`config.mk`:
```
export PLATFORM = sky130hd
export DESIGN_NAME = seven_segment_capture
export DESIGN_NICKNAME = d
export VERILOG_FILES = /design/src/rtl/seven_segment_capture.sv
export SDC_FILE = /design/constraint.sdc
export NUM_CORES = 1
export LEC_CHECK = 0
export ABC_AREA = 1
export BUFFER_PORTS_ARGS = -buffer_cell sky130_fd_sc_hd__clkbuf_2
export CAP_MARGIN = 0
export CORE_MARGIN = 1.5
export CORE_UTILIZATION = 48
export CTS_BUF_LIST = sky130_fd_sc_hd__clkbuf_8 sky130_fd_sc_hd__clkbuf_16
export DETAILED_ROUTE_END_ITERATION = 16
export PLACE_DENSITY_LB_ADDON = 0.2
export SLEW_MARGIN = 25
export SYNTH_ARGS = -nofsm -noshare
export SYNTH_HDL_FRONTEND = slang
export SYNTH_SLANG_ARGS = --single-unit
```
`constraint.sdc`:
```
create_clock -name CLOCK_50 -period 2.7 [get_ports CLOCK_50]
set_input_delay 0.135 -clock CLOCK_50 [delete_from_list [all_inputs] [get_ports CLOCK_50]]
set_output_delay 0.135 -clock CLOCK_50 [all_outputs]
set_load 0.02 [all_outputs]
```
`src/rtl/seven_segment_capture.sv`:
```
// seven_segment_capture
//   Watches a scanned, active-low 7-segment bus (segments + digit selects)
//   and recovers the hex nibble shown on each digit. A pattern is captured
//   only after STABLE_CYCLES identical synchronized samples with exactly one
//   digit selected. Illegal and blank glyphs are flagged, and each digit
//   loses its valid/blank status if it is not refreshed for TIMEOUT_CYCLES.
//
// Ports
//   CLOCK_50     in   system clock, rising edge
//   RESET_N      in   async active-low reset
//   SEG_N[6:0]   in   segments a..g, active-low, asynchronous
//   DIG_N[N-1:0] in   digit selects, active-low, asynchronous
//   VALUE        out  recovered nibble per digit, digit i at [4i+3:4i]
//   DIGIT_VALID  out  digit holds a fresh legal value
//   DIGIT_BLANK  out  last qualified pattern for the digit was all-off
//   PATTERN_ERR  out  last qualified pattern for the digit was not a glyph
//   UPDATE       out  one-cycle pulse when a digit register is written
//   UPDATE_IDX   out  digit written on the UPDATE cycle

// Per-digit result registers and staleness counter.
module ssc_digit #(
    parameter int TIMEOUT_CYCLES = 65535
) (
    input  logic       clk_i,
    input  logic       rst_ni,
    input  logic       cap_i,        // write this digit on this edge
    input  logic [3:0] cap_val_i,
    input  logic       cap_legal_i,
    input  logic       cap_blank_i,
    output logic [3:0] value_o,
    output logic       valid_o,
    output logic       blank_o,
    output logic       err_o
);
    localparam logic [15:0] TIMEOUT_C = 16'(TIMEOUT_CYCLES);

    logic [15:0] age_q, age_d;
    logic [3:0]  value_q, value_d;
    logic        valid_q, valid_d, blank_q, blank_d, err_q, err_d;

    always_comb begin
        age_d   = cap_i ? 16'd0 : ((age_q == 16'hFFFF) ? age_q : age_q + 16'd1);
        value_d = value_q;
        valid_d = valid_q;
        blank_d = blank_q;
        err_d   = err_q;
        if (cap_i) begin
            // a capture always beats an expiry on the same edge
            valid_d = cap_legal_i;
            blank_d = cap_blank_i;
            err_d   = !cap_legal_i && !cap_blank_i;
            if (cap_legal_i) value_d = cap_val_i;
        end else if (age_d >= TIMEOUT_C) begin
            // stale: value and error flag are kept for post-mortem
            valid_d = 1'b0;
            blank_d = 1'b0;
        end
    end

    always_ff @(posedge clk_i or negedge rst_ni) begin
        if (!rst_ni) begin
            age_q   <= '0;
            value_q <= '0;
            valid_q <= 1'b0;
            blank_q <= 1'b0;
            err_q   <= 1'b0;
        end else begin
            age_q   <= age_d;
            value_q <= value_d;
            valid_q <= valid_d;
            blank_q <= blank_d;
            err_q   <= err_d;
        end
    end

    assign value_o = value_q;
    assign valid_o = valid_q;
    assign blank_o = blank_q;
    assign err_o   = err_q;
endmodule

module seven_segment_capture #(
    parameter int NUM_DIGITS     = 4,
    parameter int STABLE_CYCLES  = 8,
    parameter int TIMEOUT_CYCLES = 65535
) (
    input  logic                    CLOCK_50,
    input  logic                    RESET_N,
    input  logic [6:0]              SEG_N,
    input  logic [NUM_DIGITS-1:0]   DIG_N,
    output logic [4*NUM_DIGITS-1:0] VALUE,
    output logic [NUM_DIGITS-1:0]   DIGIT_VALID,
    output logic [NUM_DIGITS-1:0]   DIGIT_BLANK,
    output logic [NUM_DIGITS-1:0]   PATTERN_ERR,
    output logic                    UPDATE,
    output logic [2:0]              UPDATE_IDX
);
    localparam logic [7:0] STABLE_C = 8'(STABLE_CYCLES);

    typedef enum logic [1:0] {S_IDLE, S_QUALIFY, S_CAPTURE, S_HOLD} state_e;

    // 2-flop synchronizers, reset to the idle (all-off, none selected) bus
    logic [6:0]            seg_s1_q, seg_s2_q;
    logic [NUM_DIGITS-1:0] dig_s1_q, dig_s2_q;

    always_ff @(posedge CLOCK_50 or negedge RESET_N) begin
        if (!RESET_N) begin
            seg_s1_q <= '1;
            seg_s2_q <= '1;
            dig_s1_q <= '1;
            dig_s2_q <= '1;
        end else begin
            seg_s1_q <= SEG_N;
            seg_s2_q <= seg_s1_q;
            dig_s1_q <= DIG_N;
            dig_s2_q <= dig_s1_q;
        end
    end

    // exactly one select low: the active-high vector is a power of two
    logic [NUM_DIGITS-1:0] sel_hot;
    logic                  sel_legal;
    assign sel_hot   = ~dig_s2_q;
    assign sel_legal = (sel_hot != '0) &&
                       ((sel_hot & (sel_hot - {{(NUM_DIGITS-1){1'b0}}, 1'b1})) == '0);

    state_e                state_q, state_d;
    logic [7:0]            cnt_q, cnt_d;
    logic [6:0]            lat_seg_q, lat_seg_d;
    logic [NUM_DIGITS-1:0] lat_dig_q, lat_dig_d;
    logic                  cap_en, changed;

    always_comb begin
        state_d   = state_q;
        cnt_d     = cnt_q;
        lat_seg_d = lat_seg_q;
        lat_dig_d = lat_dig_q;
        cap_en    = 1'b0;
        changed   = (seg_s2_q != lat_seg_q) || (dig_s2_q != lat_dig_q);
        case (state_q)
            S_IDLE: begin
                if (sel_legal) begin
                    state_d   = S_QUALIFY;
                    cnt_d     = 8'd1;
                    lat_seg_d = seg_s2_q;
                    lat_dig_d = dig_s2_q;
                end
            end
            S_QUALIFY, S_HOLD: begin
                if (changed) begin
                    if (sel_legal) begin
                        state_d   = S_QUALIFY;
                        cnt_d     = 8'd1;
                        lat_seg_d = seg_s2_q;
                        lat_dig_d = dig_s2_q;
                    end else begin
                        state_d = S_IDLE;
                        cnt_d   = 8'd0;
                    end
                end else if (state_q == S_QUALIFY) begin
                    cnt_d = cnt_q + 8'd1;
                    if (cnt_d == STABLE_C) state_d = S_CAPTURE;
                end
            end
            S_CAPTURE: begin
                // the bus is not examined this cycle; HOLD compares next cycle
                cap_en  = 1'b1;
                state_d = S_HOLD;
            end
            default: state_d = S_IDLE;
        endcase
    end

    always_ff @(posedge CLOCK_50 or negedge RESET_N) begin
        if (!RESET_N) begin
            state_q   <= S_IDLE;
            cnt_q     <= '0;
            lat_seg_q <= '0;
            lat_dig_q <= '0;
        end else begin
            state_q   <= state_d;
            cnt_q     <= cnt_d;
            lat_seg_q <= lat_seg_d;
            lat_dig_q <= lat_dig_d;
        end
    end

    // glyph decode of the latched (qualified) pattern
    logic [3:0] gly_val;
    logic       gly_legal, gly_blank;

    always_comb begin
        gly_val   = 4'h0;
        gly_legal = 1'b1;
        gly_blank = 1'b0;
        case (lat_seg_q)
            7'h40: gly_val = 4'h0;
            7'h79: gly_val = 4'h1;
            7'h24: gly_val = 4'h2;
            7'h30: gly_val = 4'h3;
            7'h19: gly_val = 4'h4;
            7'h12: gly_val = 4'h5;
            7'h02: gly_val = 4'h6;
            7'h78: gly_val = 4'h7;
            7'h00: gly_val = 4'h8;
            7'h10: gly_val = 4'h9;
            7'h08: gly_val = 4'hA;
            7'h03: gly_val = 4'hB;
            7'h46: gly_val = 4'hC;
            7'h21: gly_val = 4'hD;
            7'h06: gly_val = 4'hE;
            7'h0E: gly_val = 4'hF;
            7'h7F: begin
                gly_legal = 1'b0;
                gly_blank = 1'b1;
            end
            default: gly_legal = 1'b0;
        endcase
    end

    logic [2:0] lat_idx;
    always_comb begin
        lat_idx = 3'd0;
        for (int i = 0; i < NUM_DIGITS; i++)
            if (!lat_dig_q[i]) lat_idx = 3'(i);
    end

    for (genvar g = 0; g < NUM_DIGITS; g++) begin : g_dig
        ssc_digit #(.TIMEOUT_CYCLES(TIMEOUT_CYCLES)) u_dig (
            .clk_i       (CLOCK_50),
            .rst_ni      (RESET_N),
            .cap_i       (cap_en & ~lat_dig_q[g]),
            .cap_val_i   (gly_val),
            .cap_legal_i (gly_legal),
            .cap_blank_i (gly_blank),
            .value_o     (VALUE[4*g +: 4]),
            .valid_o     (DIGIT_VALID[g]),
            .blank_o     (DIGIT_BLANK[g]),
            .err_o       (PATTERN_ERR[g])
        );
    end

    logic       upd_q;
    logic [2:0] upd_idx_q;

    always_ff @(posedge CLOCK_50 or negedge RESET_N) begin
        if (!RESET_N) begin
            upd_q     <= 1'b0;
            upd_idx_q <= '0;
        end else begin
            upd_q <= cap_en;
            if (cap_en) upd_idx_q <= lat_idx;
        end
    end

    assign UPDATE     = upd_q;
    assign UPDATE_IDX = upd_idx_q;
endmodule

```
==> results.sh, run 1 <==
export IMPL_gp_congestion=0.895
export IMPL_crit_path_frequent_cell="nand3_1"
export IMPL_drtPass1Iterations=7
export IMPL_start_kind="flip-flop"
export IMPL_period_needed_ns=2.30
export IMPL_r2r_end="g_dig[0].u_dig.valid_o"
export IMPL_final_cell_area_um2=8890
export IMPL_p_leak_nw=4.68
export IMPL_drv_slew=0
export IMPL_synth_common_cells="327 x nand2_1, 129 x inv_1, 117 x nor2_1"
export IMPL_vias=6623
export IMPL_syn_area_um2=7800
export IMPL_ys_async_sr_fraction=1.00
export IMPL_root_buffer="clkbuf_16"
export IMPL_grt_ovfl_total=0
export IMPL_die_x_um=130
export IMPL_yosysMostFrequentCell="nand2_1"
export IMPL_crit_chain="nor2_4 -> inv_4 -> or2_1 -> nand3_1 -> nor2_1 -> nand2_1 -> nor2_1 -> nand3_1 -> nand3_1 -> nand2_1"
export IMPL_synth_avg_cell_area_um2=7.41
export IMPL_clk_latency_ns=0.42
export IMPL_postCtsSetupRepairBufs=0
export IMPL_wl_per_cell_um=12.9
export IMPL_coreArea_um2=15900
export IMPL_vias_per_cell=4.98
export IMPL_vdd_drop_max_v=0.000518
export IMPL_area_growth_pct=14.0
export IMPL_synth_edf_count=0
export IMPL_worstSetupEndpoint="g_dig[0].u_dig.valid_o"
export IMPL_io_pins=45
export IMPL_critPathArrivalTime_ns=2.61
export IMPL_worstPathMaxFanout=19
export IMPL_gr_usage_all_layers=0.217
export IMPL_yosysWarnings=0
export IMPL_postRouteAntennaNets=0
export IMPL_setup_viol=0
export IMPL_clock_sinks=138
export IMPL_yosysTopAreaCell="dfrtp_1"
export IMPL_clockBufferDepth=2
export IMPL_slowest_stage="or2_1"
export IMPL_grt_pass1_wl_um=29000
export IMPL_synthDistinctLibCells=47
export IMPL_seq_area_frac_synth=0.446
export IMPL_dp_hpwl_um=12100
export IMPL_reg2reg_slack_ns=0.40
export IMPL_drive_gt1_frac=0.130
export IMPL_finalNetCount=1118
export IMPL_htreeDepth=4
export IMPL_cts_tree="yes"
export IMPL_grt_max_degree=72
export IMPL_drv_cap=0
export IMPL_cp_depth=10
export IMPL_grt_pass1_vias=6154
export IMPL_r2r_worst_path_cells=10
export IMPL_crit_type="reg2reg"
export IMPL_cp_num_buf_inv=1
export IMPL_syn_inst=1052
export IMPL_power_density_nw_per_um2=581
export IMPL_slew_headroom=0.504
export IMPL_num_antenna_cells=0
export IMPL_grt_setup_unrepaired="no"
export IMPL_status="completed"
export IMPL_ys_ff_latch=138
export IMPL_yosysTopAreaCellShare=0.372
export IMPL_start_util=0.491
export IMPL_reg2reg_from="state_q[0]"
export IMPL_cp_startpoint="state_q[0]"
export IMPL_finalSetupTns_ns=0
export IMPL_fin_hold_ws_ns=0.280
export IMPL_worstHoldPathType="in2async"
export IMPL_setup_ws_ns=0.401
export IMPL_period_share=0.851
export IMPL_antenna_found_initial=0
export IMPL_hold_violations=0
export IMPL_drtIter0Drc=419
export IMPL_route_detailed_drc=0
export IMPL_cp_required_ns=3.01
export IMPL_port_buffers=43
export IMPL_worstMarginPinSlew_ns=0.745
export IMPL_fmax_ghz=0.435
export IMPL_critPathCaptureType="flip-flop"
export IMPL_die_area_um2=17000
export IMPL_synth_top_cells_by_area="dfrtp_1 37%, nand2_1 16%, dfstp_2 7.4%"
export IMPL_fp_row_count=46
export IMPL_synth_main_ff_cell="dfrtp_1"
export IMPL_skew_ns=0.00763
export IMPL_die_height_um=130
export IMPL_routed_wl_um=17100
export IMPL_power_w=0.00517
export IMPL_numCtsBuffers=17
export IMPL_synth_nets=1070
export IMPL_cp_top_family="simple AND/OR/NAND/NOR gates"
export IMPL_pre_cts_ws_ns=0.404
export IMPL_clk_pin_slew_ns=0.06
export IMPL_slowest_delay_ns=0.56
export IMPL_dpl_instance_area_um2=8100
==> where the power goes <==
group          total, W  leakage [nW]  switching, W  internal, W
registers       0.00220          1.77     0.0000692      0.00213
clock network   0.00263         0.322      0.000887      0.00174
logic          0.000334          2.58      0.000223     0.000111
==> area by class of cell <==
| class | instances | area [µm²] |
|---|---|---|
| fillers | 1515 | 7000 |
| clock buffers | 18 | 439 |
| repair buffers | 63 | 402 |
| inverters | 137 | 517 |
| multi-input cells | 743 | 3550 |
| well taps | 216 | 270 |
| flip-flops and latches | 138 | 3480 |
| clock inverters | 14 | 228 |
==> routing by layer <==
metal / up-vias / track usage / part of all wire
met1: 3067 / 0.294 / 0.48
li1: 3406 / - / -
met3: 25 / 0.0485 / 0.036
met5: - / 0 / 0
met2: 125 / 0.352 / 0.47
met4: 0 / 0.0621 / 0.016
==> state kept, by name, indices dropped and copies added (netlist names), 2 cells and up <==
signal	cells
g_dig.u_dig.age_q	64
g_dig.u_dig.valid_o	4
state_q	2
g_dig.u_dig.blank_o	4
cnt_q	8
lat_seg_q	7
g_dig.u_dig.value_o	16
UPDATE_IDX	2
g_dig.u_dig.err_o	4
dig_s2_q	4
lat_dig_q	4
seg_s1_q	7
seg_s2_q	7
dig_s1_q	4
==> cell families (layout without fill, tap and decap cells) <==
kind of cell,after synthesis,count (layout),share of synthesized area
and+or+nand+nor,631,631,0.361
buffers and inverters,171,232,0.0984
DFF,138,138,0.446
AOI/OAI and AO/OA,80,80,0.0562
xor gates and xnor gates,26,26,0.0292
adders and majority gates,5,5,0.00802
other,1,1,0.000481
==> cell usage in the layout (no fill, tap or decap), types with 2 or more instances in the layout <==
cell and n:
or2_1 2, nor3_1 5, clkinvlp_4 3, xor2_1 21
nor2_4 4, bufinv_16 6, buf_4 8, nand2_1 327
ha_1 5, nor2_1 117, nand3_1 104, nor2_2 4
dfrtp_1 116, a21oi_1 21, xnor2_1 5, nand2_2 8
clkbuf_16 17, nand4_1 33, dfstp_2 22, nand3_2 5
inv_2 6, o21ai_0 39, o21bai_1 7, o21ai_1 5
and2_1 4, dlygate4sd3_1 12, or2_2 2, nor4_1 2
clkinv_1 2, clkbuf_2 42, o211ai_1 2, inv_1 131
nand2_4 7
==> through the flow <==
| step | utilization | instances |
|---|---|---|
| after floorplan | - | 1052 |
| after global placement | 0.510 | 1285 |
| after detailed placement | 0.510 | 1285 |
| after CTS | 0.559 | 1329 |
| after global routing | 0.559 | 1329 |
| final | 0.559 | 1329 |
==> worst min-delay path by stage <==
stage / to / depth (start not counted)
3_3_place_gp: g_dig[3].u_dig.age_q[14] / 1
3_5_place_dp: g_dig[3].u_dig.age_q[14] / 1
2_1_floorplan: UPDATE / 0
4_1_cts: g_dig[3].u_dig.age_q[14] / 2
6_report: g_dig[3].u_dig.age_q[15] / 2
5_1_grt: seg_s1_q[3] / 2
==> repair_timing <==
action | 4_1_cts | 5_1_grt
endpoints found under the hold margin | 79 | 0
gates resized for setup | 0 | 0
hold buffers | 12 | 0
(Power assumes the default switching activity.)
==> inputs of run 2 (changes only) <==
- ABC_AREA: 1 -> unset
- CTS_BUF_LIST: sky130_fd_sc_hd__clkbuf_8 sky130_fd_sc_hd__clkbuf_16 -> unset
- SKIP_CTS_REPAIR_TIMING: unset -> 1
==> run 2 against run 1 <==
First-iteration DRC count increased by 36%. Sequential cell count unchanged. Non-clock buffer count increased by 51. Worst hold slack improved by 0.018 ns. Core utilization increased by 3.2 points. Synthesized cell count decreased by 29%. Clock power decreased by 16%. Highest routed layer unchanged. Largest cell class unchanged.
==> results.sh, run 2 <==
export IMPL_status="completed"
export IMPL_clock_sinks=138
export IMPL_p_leak_nw=3.62
export IMPL_fin_hold_ws_ns=0.299
export IMPL_period_needed_ns=2.61
export IMPL_die_x_um=125
export IMPL_clockPowerShare=0.454
export IMPL_ys_ff_latch=138
export IMPL_seq_area_frac_synth=0.485
export IMPL_ys_async_sr_fraction=1.00
export IMPL_crit_type="reg2reg"
export IMPL_routed_wl_um=17100
export IMPL_area_growth_pct=19.9
export IMPL_numCtsBuffers=17
export IMPL_vias=6040
export IMPL_reg2reg_slack_ns=0.09
export IMPL_power_w=0.00487
export IMPL_fillers=1275
export IMPL_synth_edf_count=0
export IMPL_power_density_nw_per_um2=567
export IMPL_top_register="g_dig.u_dig.age_q"
export IMPL_die_area_um2=15700
export IMPL_slew_headroom=0.526
export IMPL_num_antenna_cells=0
export IMPL_final_cell_area_um2=8600
export IMPL_synth_nets=761
export IMPL_start_util=0.493
export IMPL_dp_hpwl_um=12100
export IMPL_combPwrFrac=0.086
export IMPL_clockBufferDepth=2
export IMPL_swShare=0.256
export IMPL_grt_ovfl_total=0
export IMPL_worstHoldPathType="in2async"
export IMPL_hold_violations=0
export IMPL_gp_congestion=0.939
export IMPL_worstMarginPinSlew_ns=0.711
export IMPL_p_seq_frac=0.460
export IMPL_dp_cells=982
export IMPL_power_internal_w=0.00362
export IMPL_drtIter0Drc=568
export IMPL_vias_per_cell=5.88
export IMPL_grt_pass1_wl_um=27900
export IMPL_p_sw_w=0.00125
export IMPL_synthDistinctLibCells=78
export IMPL_start_kind="flip-flop"
export IMPL_r2r_end="g_dig[2].u_dig.blank_o"
export IMPL_io_pins=45
export IMPL_port_buffers=43
export IMPL_grt_max_degree=78
export IMPL_drive_gt1_frac=0.240
export IMPL_clk_latency_ns=0.43
export IMPL_setup_viol=0
export IMPL_yosysMostFrequentCell="dfrtp_1"
export IMPL_drv_slew=0
export IMPL_fp_row_count=44
export IMPL_htreeDepth=4
export IMPL_r2r_worst_path_cells=8
export IMPL_worstPathMaxFanout=6
export IMPL_period_share=0.967
export IMPL_root_buffer="clkbuf_16"
export IMPL_synth_top_cells_by_area="dfrtp_1 40%, dfstp_2 8.1%, nand2_1 4.1%"
export IMPL_vdd_drop_max_v=0.000441
export IMPL_skew_ns=0.0121
export IMPL_critPathCaptureType="flip-flop"
export IMPL_yosysTopAreaCellShare=0.405
export IMPL_final_common_cell="dfrtp_1"
export IMPL_yosysWarnings=0
export IMPL_synth_main_ff_cell="dfrtp_1"
export IMPL_drtPass1Iterations=5
export IMPL_critPathArrivalTime_ns=2.91
export IMPL_synth_common_cells="116 x dfrtp_1, 79 x nand2_1, 61 x nor2_1"
export IMPL_reg2reg_from="g_dig[2].u_dig.age_q[0]"
export IMPL_route_detailed_drc=0
export IMPL_antenna_found_initial=0
export IMPL_fmax_ghz=0.383
export IMPL_clk_pin_slew_ns=0.06
export IMPL_grt_pass1_vias=5591
export IMPL_drv_cap=0
export IMPL_wl_per_cell_um=16.7
export IMPL_postRouteAntennaNets=0
export IMPL_largest_register_ffs=64
export IMPL_synth_avg_cell_area_um2=9.65
export IMPL_dpl_instance_area_um2=7840
export IMPL_die_height_um=125
export IMPL_final_cell_mix="111 x dfrtp_1, 79 x nand2_1, 61 x nor2_1"
export IMPL_coreArea_um2=14500
export IMPL_syn_area_um2=7170
export IMPL_cp_required_ns=3.00
export IMPL_syn_inst=743
export IMPL_finalNetCount=848
export IMPL_gr_usage_all_layers=0.221
export IMPL_instances_no_fill=1027
export IMPL_cts_tree="yes"
export IMPL_yosysTopAreaCell="dfrtp_1"
-- run 2: cell families (layout without fill, tap and decap cells) --
| kind of cell | after synthesis | count (layout) | share of synthesized area |
|---|---|---|---|
| DFF | 138 | 138 | 0.485 |
| AOI/OAI and AO/OA | 160 | 160 | 0.147 |
| buffers and inverters | 55 | 155 | 0.0375 |
| muxes | 15 | 15 | 0.0230 |
| other | 1 | 1 | 0.000523 |
| xor gates and xnor gates | 42 | 42 | 0.0513 |
| and+or+nand+nor | 327 | 327 | 0.247 |
| adders and majority gates | 5 | 5 | 0.00872 |
-- run 2: per-layer routing --
| metal | GRT usage | part of all wire | wire, µm | vias up |
|---|---|---|---|---|
| li1 | - | - | - | 2906 |
| met1 | 0.308 | 0.47 | 8010 | 2980 |
| met2 | 0.350 | 0.48 | 8150 | 133 |
| met3 | 0.0424 | 0.040 | 692 | 21 |
| met4 | 0.0755 | 0.017 | 283 | 0 |
| met5 | 0 | 0 | 0 | - |
-- run 2: worst max-delay path by stage --
stage,startpoint,end,cells past startpoint
finish,g_dig[2].u_dig.age_q[0],g_dig[2].u_dig.blank_o,8
global route,g_dig[1].u_dig.age_q[1],g_dig[1].u_dig.valid_o,9
CTS,g_dig[2].u_dig.age_q[0],g_dig[2].u_dig.blank_o,8
detailed placement,g_dig[2].u_dig.age_q[0],g_dig[2].u_dig.blank_o,8
global placement,g_dig[2].u_dig.age_q[0],g_dig[2].u_dig.blank_o,8
floorplan,g_dig[2].u_dig.age_q[0],g_dig[2].u_dig.blank_o,8
-- run 2: through the flow --
step,TNS (ns),setup WS [ns],utilization
after floorplan,0,0.0184,-
after global placement,0,0.0548,0.539
after detailed placement,-0.0150,-0.0150,0.539
after CTS,-0.0169,-0.0169,0.578
after global routing,-0.0893,-0.0498,0.592
final,0,0.0898,0.592
-- run 2: final cells by class --
class / count / area [µm²] / area share
clock buffers: 18 / 439 / 0.0511
clock inverters: 14 / 124 / 0.0144
inverters: 9 / 33.8 / 0.00393
multi-input cells: 550 / 3500 / 0.407
flip-flops and latches: 138 / 3490 / 0.406
well taps: 184 / 230 / 0.0268
repair buffers: 114 / 788 / 0.0917
-- run 2: power groups by stage --
stage | Sequential [W] | Combinational (W) | Clock [W]
floorplan | 0.00222 | 0.000281 | 0
global placement | 0.00227 | 0.000397 | 0
detailed placement | 0.00228 | 0.000409 | 0
CTS | 0.00224 | 0.000410 | 0.00226
global route | 0.00225 | 0.000463 | 0.00236
finish | 0.00224 | 0.000418 | 0.00221
-- run 2: worst max-delay path, stage by stage, from the launching register on --
cell and delay [ns]:
dfrtp_2 0.43, ha_4 0.17, and3_1 0.27, a31o_2 0.18
o21ai_0 0.13, a2111o_1 0.41, or4_4 0.54, nor4_4 0.24
o22ai_1 0.12
